--- src/rtl/dsp_arb_pkg.sv ---
// dsp_arb_pkg: shared widths, FSM state type and beat-count helper for the DMA write arbiter
package dsp_arb_pkg;

    localparam int CMD_W  = 64;
    localparam int DATA_W = 128;
    localparam int BTT_W  = 23;

    typedef enum logic [1:0] {
        IDLE = 2'd0,
        CMD  = 2'd1,
        DATA = 2'd2
    } state_t;

    // Number of 16-byte beats needed to move btt bytes, rounded up.
    function automatic logic [31:0] beat_count(input logic [31:0] btt);
        return (btt + 32'd15) >> 4;
    endfunction

endpackage

--- src/rtl/rr_arbiter.sv ---
// rr_arbiter: combinational round-robin pick, search starts at the channel after ptr
module rr_arbiter #(
    parameter int NCH = 3,
    parameter int PW  = (NCH > 1) ? $clog2(NCH) : 1
) (
    input  logic [NCH-1:0] req,
    input  logic [PW-1:0]  ptr,
    output logic [NCH-1:0] gnt
);

    // walk from furthest to nearest so the nearest requester after ptr wins
    always_comb begin
        gnt = '0;
        for (int k = NCH; k >= 1; k--)
            if (req[(int'(ptr) + k) % NCH])
                gnt = NCH'(1) << ((int'(ptr) + k) % NCH);
    end

endmodule

--- src/rtl/dma_wr_arbiter.sv ---
// dma_wr_arbiter: round-robin muxing of per-channel command/data writers onto one shared FIFO pair
module dma_wr_arbiter #(
    parameter int NCH    = 3,
    parameter int CMD_W  = dsp_arb_pkg::CMD_W,
    parameter int DATA_W = dsp_arb_pkg::DATA_W,
    parameter int BTT_W  = dsp_arb_pkg::BTT_W
) (
    input  logic                  clk,
    input  logic                  rst_n,
    input  logic [NCH-1:0]        req_i,
    input  logic [NCH*CMD_W-1:0]  cmd_din_i,
    input  logic [NCH-1:0]        cmd_wr_en_i,
    output logic [NCH-1:0]        cmd_full_o,
    input  logic [NCH*DATA_W-1:0] wr_din_i,
    input  logic [NCH-1:0]        wr_wr_en_i,
    output logic [NCH-1:0]        wr_full_o,
    output logic [CMD_W-1:0]      cmd_din_o,
    output logic                  cmd_wr_en_o,
    input  logic                  cmd_full_i,
    output logic [DATA_W-1:0]     wr_din_o,
    output logic                  wr_wr_en_o,
    input  logic                  wr_full_i,
    output logic [NCH-1:0]        grant_o,
    output logic                  busy_o,
    output logic                  proto_err_o
);

    import dsp_arb_pkg::*;

    localparam int PW    = (NCH > 1) ? $clog2(NCH) : 1;
    localparam int CNT_W = BTT_W - 3;

    state_t             state, state_nxt;
    logic [NCH-1:0]     grant, arb_gnt;
    logic [PW-1:0]      ptr, gidx;
    logic [CNT_W-1:0]   cnt, cmd_beats;
    logic [CMD_W-1:0]   cmd_sel;
    logic [DATA_W-1:0]  wr_sel;
    logic               cmd_acc, wr_acc, perr;

    rr_arbiter #(.NCH(NCH), .PW(PW)) u_rr (
        .req (req_i),
        .ptr (ptr),
        .gnt (arb_gnt)
    );

    // AND-OR select of the granted channel's words and its index
    always_comb begin
        cmd_sel = '0;
        wr_sel  = '0;
        gidx    = '0;
        for (int i = 0; i < NCH; i++)
            if (grant[i]) begin
                cmd_sel = cmd_din_i[i*CMD_W +: CMD_W];
                wr_sel  = wr_din_i[i*DATA_W +: DATA_W];
                gidx    = PW'(i);
            end
    end

    assign cmd_acc   = (state == CMD)  && |(cmd_wr_en_i & grant) && !cmd_full_i;
    assign wr_acc    = (state == DATA) && |(wr_wr_en_i & grant)  && !wr_full_i;
    assign cmd_beats = CNT_W'(beat_count(32'(cmd_sel[BTT_W-1:0])));

    // state register
    always_ff @(posedge clk or negedge rst_n) begin
        if (!rst_n) state <= IDLE;
        else        state <= state_nxt;
    end

    // next-state: one burst is a command followed by its beats
    always_comb begin
        state_nxt = IDLE;
        case (state)
            IDLE:    state_nxt = |req_i ? CMD : IDLE;
            CMD:     state_nxt = !cmd_acc ? CMD : (cmd_beats == '0) ? IDLE : DATA;
            DATA:    state_nxt = (wr_acc && cnt == CNT_W'(1)) ? IDLE : DATA;
            default: state_nxt = IDLE;
        endcase
    end

    // outputs: only the granted channel on the active port sees the real full
    always_comb begin
        busy_o      = state != IDLE;
        grant_o     = grant;
        proto_err_o = perr;
        cmd_din_o   = cmd_sel;
        wr_din_o    = wr_sel;
        cmd_wr_en_o = cmd_acc;
        wr_wr_en_o  = wr_acc;
        cmd_full_o  = (state == CMD)  ? (~grant | {NCH{cmd_full_i}}) : '1;
        wr_full_o   = (state == DATA) ? (~grant | {NCH{wr_full_i}})  : '1;
    end

    // grant, round-robin pointer, beat counter and sticky protocol error
    always_ff @(posedge clk or negedge rst_n) begin
        if (!rst_n) begin
            grant <= '0;
            ptr   <= PW'(NCH - 1);
            cnt   <= '0;
            perr  <= 1'b0;
        end else begin
            if (state == IDLE)
                grant <= arb_gnt;
            else if (state_nxt == IDLE) begin
                grant <= '0;
                ptr   <= gidx;
            end
            if (cmd_acc)
                cnt <= cmd_beats;
            else if (wr_acc)
                cnt <= cnt - CNT_W'(1);
            if (|((cmd_wr_en_i & cmd_full_o) | (wr_wr_en_i & wr_full_o)))
                perr <= 1'b1;
        end
    end

endmodule

--- config.mk ---
export PLATFORM = sky130hd
export DESIGN_NAME = dma_wr_arbiter
export DESIGN_NICKNAME = d
export VERILOG_FILES = /design/src/rtl/dsp_arb_pkg.sv /design/src/rtl/rr_arbiter.sv /design/src/rtl/dma_wr_arbiter.sv
export SDC_FILE = /design/constraint.sdc
export NUM_CORES = 1
export LEC_CHECK = 0
export ABC_AREA = 1
export CAP_MARGIN = 5
export CORE_AREA = 8 8 300 302
export CTS_CLUSTER_SIZE = 14
export DETAILED_ROUTE_END_ITERATION = 16
export DIE_AREA = 0 0 308 310
export MAX_ROUTING_LAYER = met4
export PLACE_DENSITY = 0.38
export SYNTH_ARGS = -nofsm -noshare
export SYNTH_HDL_FRONTEND = slang
export SYNTH_SLANG_ARGS = --single-unit
--- constraint.sdc ---
create_clock -name clk -period 6.2 [get_ports clk]
set_clock_uncertainty 0.15 [all_clocks]
set_input_delay 1.24 -clock clk [delete_from_list [all_inputs] [get_ports clk]]
set_output_delay 1.24 -clock clk [all_outputs]
set_load 0.03 [all_outputs]
==> Word level (Yosys, flattened, before mapping) <==
Cells that the tools add are included.
{ "word_totals": {"ff_bits": 28, "input_bits": 589, "output_inout_bits": 205, "word_cells": 80} }
{ "classes": {"addsub": 5, "div": 3, "order_cmp": 3, "n_eq_ne": 3, "n_shift": 3, "mux": 31, "bitwise_logic": 9, "n_reduce_logical": 18} }
{ "op_table": {"columns": ["operator", "count"], "rows": [
  ["128-bit two-way mux", 3],
  ["64-bit two-way mux", 3],
  ["32-bit by 4-bit less-than comparator with 1-bit output, second input constant", 3],
  ["32-bit by 3-bit modulo with 32-bit output, second input constant", 3],
  ["1-bit by 32-bit << shifter with 3-bit output, first input constant", 3],
  ["20-bit two-way mux", 2],
  ["23-bit by 4-bit adder with 24-bit output, second input constant", 1],
  ["3-bit two-way mux", 7],
  ["20-bit by 1-bit equality test with 1-bit output, second input constant", 1],
  ["20-bit zero test", 1],
  ["20-bit by 1-bit subtractor with 20-bit output, second input constant", 1],
  ["3-bit bitwise AND", 4],
  ["3-bit OR reduction", 4],
  ["3-bit OR", 3],
  ["1-bit two-way mux", 8],
  ["2-bit two-way mux", 4],
  ["2-bit by 2-bit adder with 3-bit output, second input constant", 2],
  ["1-bit binary-select mux with 2-bit select", 3],
  ["2-bit case mux with 3 select lines", 1],
  ["2-bit nonzero test", 3],
  ["1-bit logical AND", 5],
  ["2-bit zero test", 2],
  ["2-bit by 1-bit adder with 3-bit output, second input constant", 1],
  ["3-bit NOT", 1],
  ["other kinds (5)", 6]
]} }

==> Longest topological paths before layout <==
Gate-level depths: netlist (run 1).
{ "logic_depth": {"ltp_word": 11, "mapped_depth": 22, "depth_no_buf": 20} }

==> Cells and area by module <==
A second synthesis (run 1) with hierarchy kept.
{ "unflattened": {"hier_cells": 1194, "area_unflattened_um2": 6501.2} }
{ "by_module_without_submodules": {"columns": ["module", "n_inst", "cells_per_inst", "area_each_um2", "seq_area_each_um2"], "rows": [
  ["dma_wr_arbiter", 1, 1147, 6236.0, 701.9],
  ["rr_arbiter", 1, 47, 265.3, 0.0]
]} }

==> Least setup slack after synthesis (run 1) <==
OpenSTA, ideal clock, no wires.
{ "synth_path": {"kind": "input -> output", "from": "in cmd_full_i", "to": "out cmd_wr_en_o", "arrival_ps": 2368, "required_time_ps": 4810, "path_slack_ps": 2442, "stages": 4, "n_path_buf": 1, "cell_sequence": "nor3_1 nand2_1 inv_1 clkbuf_1"} }
{ "synth_via": {"elab_chain_cells": 2} }
{ "synth_rtl": {"columns": ["element", "line", "source"], "rows": [
  ["from (decl)", "dma_wr_arbiter.sv:19", "input logic cmd_full_i,"],
  ["1-bit zero test", "dma_wr_arbiter.sv:60", "assign cmd_acc = (state == CMD) && |(cmd_wr_en_i & grant) && !cmd_full_i;"],
  ["1-bit logical AND", "dma_wr_arbiter.sv:60", null],
  ["to (decl)", "dma_wr_arbiter.sv:18", "output logic cmd_wr_en_o,"]
]} }
Every way passes these cells.

==> Worst setup path in the final report (run 1) <==
{ "layout_path": {"from": "in wr_full_i", "to": "out wr_wr_en_o"} }
{ "layout_via": {"elab_chain_cells": 2} }
{ "layout_rtl": {"columns": ["element", "line", "source"], "rows": [
  ["from (decl)", "dma_wr_arbiter.sv:22", "input logic wr_full_i,"],
  ["1-bit zero test", "dma_wr_arbiter.sv:61", "assign wr_acc = (state == DATA) && |(wr_wr_en_i & grant) && !wr_full_i;"],
  ["1-bit logical AND", "dma_wr_arbiter.sv:61", null],
  ["to (decl)", "dma_wr_arbiter.sv:21", "output logic wr_wr_en_o,"]
]} }
Every way passes these cells.

==> impl_metrics.toml, run 1 <==
[route]
drt-initial-drc-count = 720
ant_nets = 0
vias = 11400
firstDrtPassIters = 4
drc = 0
vias_per_cell = 3.53
wl_per_cell_um = 23.9
wl_um = 77200

[finish]
final_nets = 2647
drive_gt1_share_pct = 2.97
mostFrequentLayoutCells = "793 x clkdlybuf4s50_1, 699 x nand2_1, 225 x nand3_1"
final_common_cell = "clkdlybuf4s50_1"
syn_to_final_growth_pct = 149
final_core_util_pct = 18.3

[pwr]
totalPowerFinal_uw = 6050
p_int_uw = 2330
swShare_pct = 61.5
p_comb_share_pct = 90.5
seqPwrFrac_pct = 6.2
cellPowerDensity_nw_per_um2 = 386
max-vdd-ir-drop_mv = 0.171
p_sw_uw = 3720
clockPowerShare_pct = 3.3
leakagePower_uw = 0.00617

[worst_setup_path]
cp_num_buf_inv = 3
cpPeakStageDelay_ns = 0.75
cp_max_fo = 16
crit_path_end_kind = "output port"
critical_path_class = "primary input to output port"
crit_chain = "clkdlybuf4s50_1 > nor2_1 > nand2_1 > inv_1 > clkdlybuf4s50_1"
worstPathArrival_ns = 3.56
cp-start-kind = "primary input"
cpMaxStageDelayCell = "clkdlybuf4s50_1"
cpMostUsedCell = "clkdlybuf4s50_1"
cp.required_ns = 4.81
cp_top_family = "buffers and inverters"

[worst_hold_path]
hold_class = "flop to flop"

[synthesis]
netlist_top_cells_area = "nand2_1 42%, nand3_1 18%, dfrtp_1 11%"
synth_seq_cells = 28
synth_nets = 1905
yosysTopAreaCellShare_pct = 41.6
syn_area_um2 = 6300
seq_area_frac_synth_pct = 11.1
syn_avg_cell_area_um2 = 4.80
synth_cell_types = 44
synthCells = 1312
yosysWarnings = 0
synth_largest_area_cell = "nand2_1"

[timing]
fmax_mhz = 202
min_period_ns = 4.95
setup_tns_ns = 0
min_period_over_period_pct = 79.8
setup_violations = 0
max_slew_margin_pct = 55.2
hold_viol = 0
tightest_slew_ns = 0.670
drv_slew = 0
rsz0062_at_grt = "false"

[grt]
grt_max_degree = 77
grt.total_usage_pct = 15.6
grt_pass1_vias = 12023
grt.overflow.total = 0
grt_antenna_before_repair = 27
grt_pass1_wl_um = 102000

[clocking]
clk_latency_ns = 0.27
cts_sinks = 28
ctsLongestPathBuffers = 2
cts_root_buf = "clkbuf_16"
cts_setup_buffers = 0
cts_buffers = 3
path_clk_slew_ns = 0.08
cts_resized = 0
cts_max_level = 1
hold_buffers = 0
cts_tree = "yes"

[die]
die_y_um = 310
ios = 794
rows = 108
die_w_um = 308
die-area_um2 = 95500
coreArea_um2 = 85700
start_util_pct = 7.35

[placement]
io_buffers = 793
gp_congestion = 0.910
place_hpwl_um = 68700

[job]
drv_cap = 0

[outcome]
status = "finished clean"
==> power groups by stage <==
stage	clock (uW)	sequential, uW	combinational, uW
final	201	375	5480
after global routing	213	391	5920
after CTS	206	378	5630
after detailed placement	0	379	5610
after global placement	0	383	5640
after floorplan	0	331	2860
==> flip-flops by register name, summed over array words and instances (netlist names) <==
name and cells:
cnt 20, grant_o 3, ptr 2, state 2, proto_err_o 1
==> synth_stat cells (all sizes together) <==
library cell and n:
a211oi 1, a21boi 1, a21oi 12, a221o 1, a221oi 3, and3 1
buf 18, clkbuf 56, clkinv 2, dfrtp 27, dfstp 1, ha 4
inv 83, nand2 702, nand3 235, nand3b 2, nand4 14, nor2 87
nor3 8, nor3b 1, nor4 4, o211ai 5, o21a 1, o21ai 19
o21bai 1, o221ai 10, o311ai 2, o31ai 2, or2 2, xnor2 4
xor2 3
==> worst min-delay path, delay by kind of cell, from the launching register on <==
family	cells	cell delay, ns
flops	1	0.39
simple gates	2	0.11
==> routing by layer <==
metal | track usage, % | vias up | wire length (um)
met5 | - | - | 0
met4 | 1.21 | 0 | 659
met3 | 6.33 | 40 | 7850
met2 | 29.0 | 554 | 40200
met1 | 16.1 | 5108 | 28500
li1 | - | 5698 | -
==> metrics by stage <==
stage | hold WS, ns | cells | cell area (um^2) | worst slack, ns
6_report | 0.342 | 3227 | 15700 | 1.25
5_1_grt | 0.371 | 3223 | 15700 | 1.06
4_1_cts | 0.350 | 3208 | 15700 | 1.20
3_5_place_dp | 0.336 | 3204 | 15500 | 1.20
3_3_place_gp | 0.331 | 3204 | 15500 | 1.25
2_1_floorplan | 0.307 | 1312 | 6300 | 2.44
==> cell type report <==
class / instances / area [um^2]
fillers: 10079 / 70000
repair buffers: 811 / 8140
multi-input cells: 1125 / 4940
well taps: 1155 / 1450
flip-flops and latches: 28 / 706
inverters: 85 / 322
clock buffers: 3 / 75.1
diodes: 19 / 47.5
clock inverters: 1 / 30.0
==> final timing paths <==
kind	slack, ns	endpoint	cells past startpoint	start
worst max-delay path	1.25	wr_wr_en_o	5	wr_full_i
worst min-delay path	0.34	ptr[1]	2	ptr[1]
worst max register to register	2.11	grant_o[2]	16	grant_o[2]
worst min register to register	0.34	ptr[1]	2	ptr[1]
max in group asynchronous	4.34	grant_o[2]	2	rst_n
min in group asynchronous	1.23	cnt[17]	2	rst_n
==> cell families after synthesis <==
kind of cell	count (synthesis)	share of synthesized area, %
simple gates	1056	70.4
buf+inv	159	10.4
compound gates	58	6.26
flops	28	11.1
xor+xnor	7	0.973
fa+ha+maj	4	0.794
(Power assumes the default switching activity.)
==> run 2, diff against run 1 <==
- CORE_AREA: 8 8 300 302 -> 8 8 302 304
- DIE_AREA: 0 0 308 310 -> 0 0 310 312
- clock period: 6.2 -> 4.8 ns (I/O delays scaled with it)
==> run 2 against run 1 <==
  * Final cell count up 0.12%
  * Setup slack worse by 0.50 ns
  * Routed wire length down 0.31%
  * Via count up 1.3%
  * Non-clock buffer count up 9
  * Count of clock-buffer cells in the layout unchanged
  * Core utilization about the same
  * Largest power group unchanged
  * Critical path depth unchanged
  * Clock power up 29%
  * Cell area up 0.83%
  * Flip-flop and latch count unchanged
==> impl_metrics.toml, run 2 (synthesized netlist as in run 1, its figures left out) <==
[grt]
grt_antenna_before_repair = 35
grt.met3_usage_pct = 5.38
grt.busiest_layer = "met2"
grt.total_usage_pct = 15.3
grt_util_met2_pct = 28.0
use_met1_pct = 16.1
grt_pass1_wl_um = 101000
grt.overflow.total = 0
grt_max_degree = 72
grt_pass1_vias = 12270

[finish]
final_common_cell = "clkdlybuf4s50_1"
mostFrequentLayoutCells = "768 x clkdlybuf4s50_1, 699 x nand2_1, 225 x nand3_1"
final_nets = 2656
syn_to_final_growth_pct = 151
final_core_util_pct = 18.4
fillCellCount = 10063
largest_register_ffs = 20
top_register = "cnt"
drive_gt1_share_pct = 4.61

[clocking]
cts_root_buf = "clkbuf_16"
cts_setup_buffers = 0
path_clk_slew_ns = 0.08
ctsLongestPathBuffers = 2
cts_buffers = 3
cts_tree = "yes"
cts_sinks = 28
clk_latency_ns = 0.27
hold_buffers = 0
cts_resized = 0
cts_max_level = 1

[worst_setup_path]
crit_chain = "buf_4 > buf_4 > nand2_1 > nand3_1 > clkdlybuf4s50_1"
cp.required_ns = 3.69
r2r_cells = 18
rr_endpoint = "grant_o[1]"
startpoint = "grant_o[2]"
cpPeakStageDelay_ns = 0.82
cpMaxStageDelayCell = "clkdlybuf4s50_1"
worstPathArrival_ns = 2.94
rrSetupSlack_ns = 1.22
cp-start-kind = "flop"
cp_max_fo = 45
r2r-start = "grant_o[2]"
critical_path_class = "flop to output port"
critPathCapture = "wr_din_o[21]"
crit_path_end_kind = "output port"
cpMostUsedCell = "buf_4"

[worst_hold_path]
hold_class = "flop to flop"

[job]
drv_cap = 0

[pwr]
leakagePower_uw = 0.00630
p_int_uw = 3110
p_comb_share_pct = 91.2
seqPwrFrac_pct = 5.6
cellPowerDensity_nw_per_um2 = 505
clockPowerShare_pct = 3.2
totalPowerFinal_uw = 7990
max-vdd-ir-drop_mv = 0.307
p_sw_uw = 4890
swShare_pct = 61.1

[placement]
io_buffers = 793
pre_cts_slack_ns = 0.816
place_hpwl_um = 68600
gp_congestion = 0.888

[timing]
min_period_over_period_pct = 84.4
setup_violations = 0
fmax_mhz = 247
tightest_slew_ns = 0.757
setup_tns_ns = 0
min_period_ns = 4.05
drv_slew = 0
hold_viol = 0
rsz0062_at_grt = "false"
setup_ws_ns = 0.749
max_slew_margin_pct = 49.5

[route]
ant_nets = 0
firstDrtPassIters = 4
vias = 11544
drt-initial-drc-count = 508
wl_um = 77000
vias_per_cell = 3.57
wl_per_cell_um = 23.8
drc = 0

[die]
die_y_um = 312
coreArea_um2 = 86200
ios = 794
rows = 108
start_util_pct = 7.31
die-area_um2 = 96700
die_w_um = 310

[outcome]
status = "finished clean"
==> run 2: cell count changes in the layout (fill, tap and decap cells not counted) <==
cell | previous run | this run
buf_12 | 5 | 16
buf_4 | 13 | 36
clkdlybuf4s50_1 | 793 | 768
diode_2 | 19 | 14
==> run 2: metrics by stage <==
step / hold WS, ns / instances / instance area, um^2
2_1_floorplan: 0.307 / 1312 / 6300
3_3_place_gp: 0.330 / 3213 / 15700
3_5_place_dp: 0.326 / 3213 / 15700
4_1_cts: 0.344 / 3217 / 15800
5_1_grt: 0.363 / 3231 / 15800
6_report: 0.340 / 3231 / 15800
==> run 2: power by group through the flow <==
stage          logic, uW  clock network, uW  registers [uW]
6_report            7290                259             445
5_1_grt             7850                275             464
4_1_cts             7520                267             447
3_5_place_dp        7490                  0             450
3_3_place_gp        7530                  0             453
2_1_floorplan       3690                  0             427
==> run 2: worst min-delay path by stage <==
stage                 from      to  cells after the start
global route        cnt[1]  cnt[1]                      2
global placement    cnt[1]  cnt[1]                      2
detailed placement  ptr[1]  ptr[1]                      2
finish              ptr[1]  ptr[1]                      2
CTS                 ptr[1]  ptr[1]                      2
floorplan           ptr[1]  ptr[1]                      2
==> run 2: cell type report <==
class / count / area, um^2 / area share, %
Inverter: 85 / 322 / 2.03
Multi-Input combinational cell: 1125 / 4940 / 31.2
Clock inverter: 1 / 30.0 / 0.190
Antenna cell: 14 / 35.0 / 0.221
Sequential cell: 28 / 706 / 4.46
Timing Repair Buffer: 820 / 8280 / 52.3
Clock buffer: 3 / 75.1 / 0.474
Tap cell: 1155 / 1450 / 9.13
==> run 2: critical path: cells and delay by family (launching register included) <==
| family | cells | cell delay, ns |
|---|---|---|
| buf+inv | 3 | 1.77 |
| flops | 1 | 0.53 |
| simple gates | 2 | 0.31 |
==> run 2: metal layers <==
metal | up-vias | wire length, um | part of all wire, %
met4 | 0 | 1200 | 1.6
met2 | 559 | 39200 | 51
met1 | 5233 | 29600 | 39
li1 | 5694 | - | -
met3 | 58 | 6950 | 9.0
met5 | - | 0 | 0
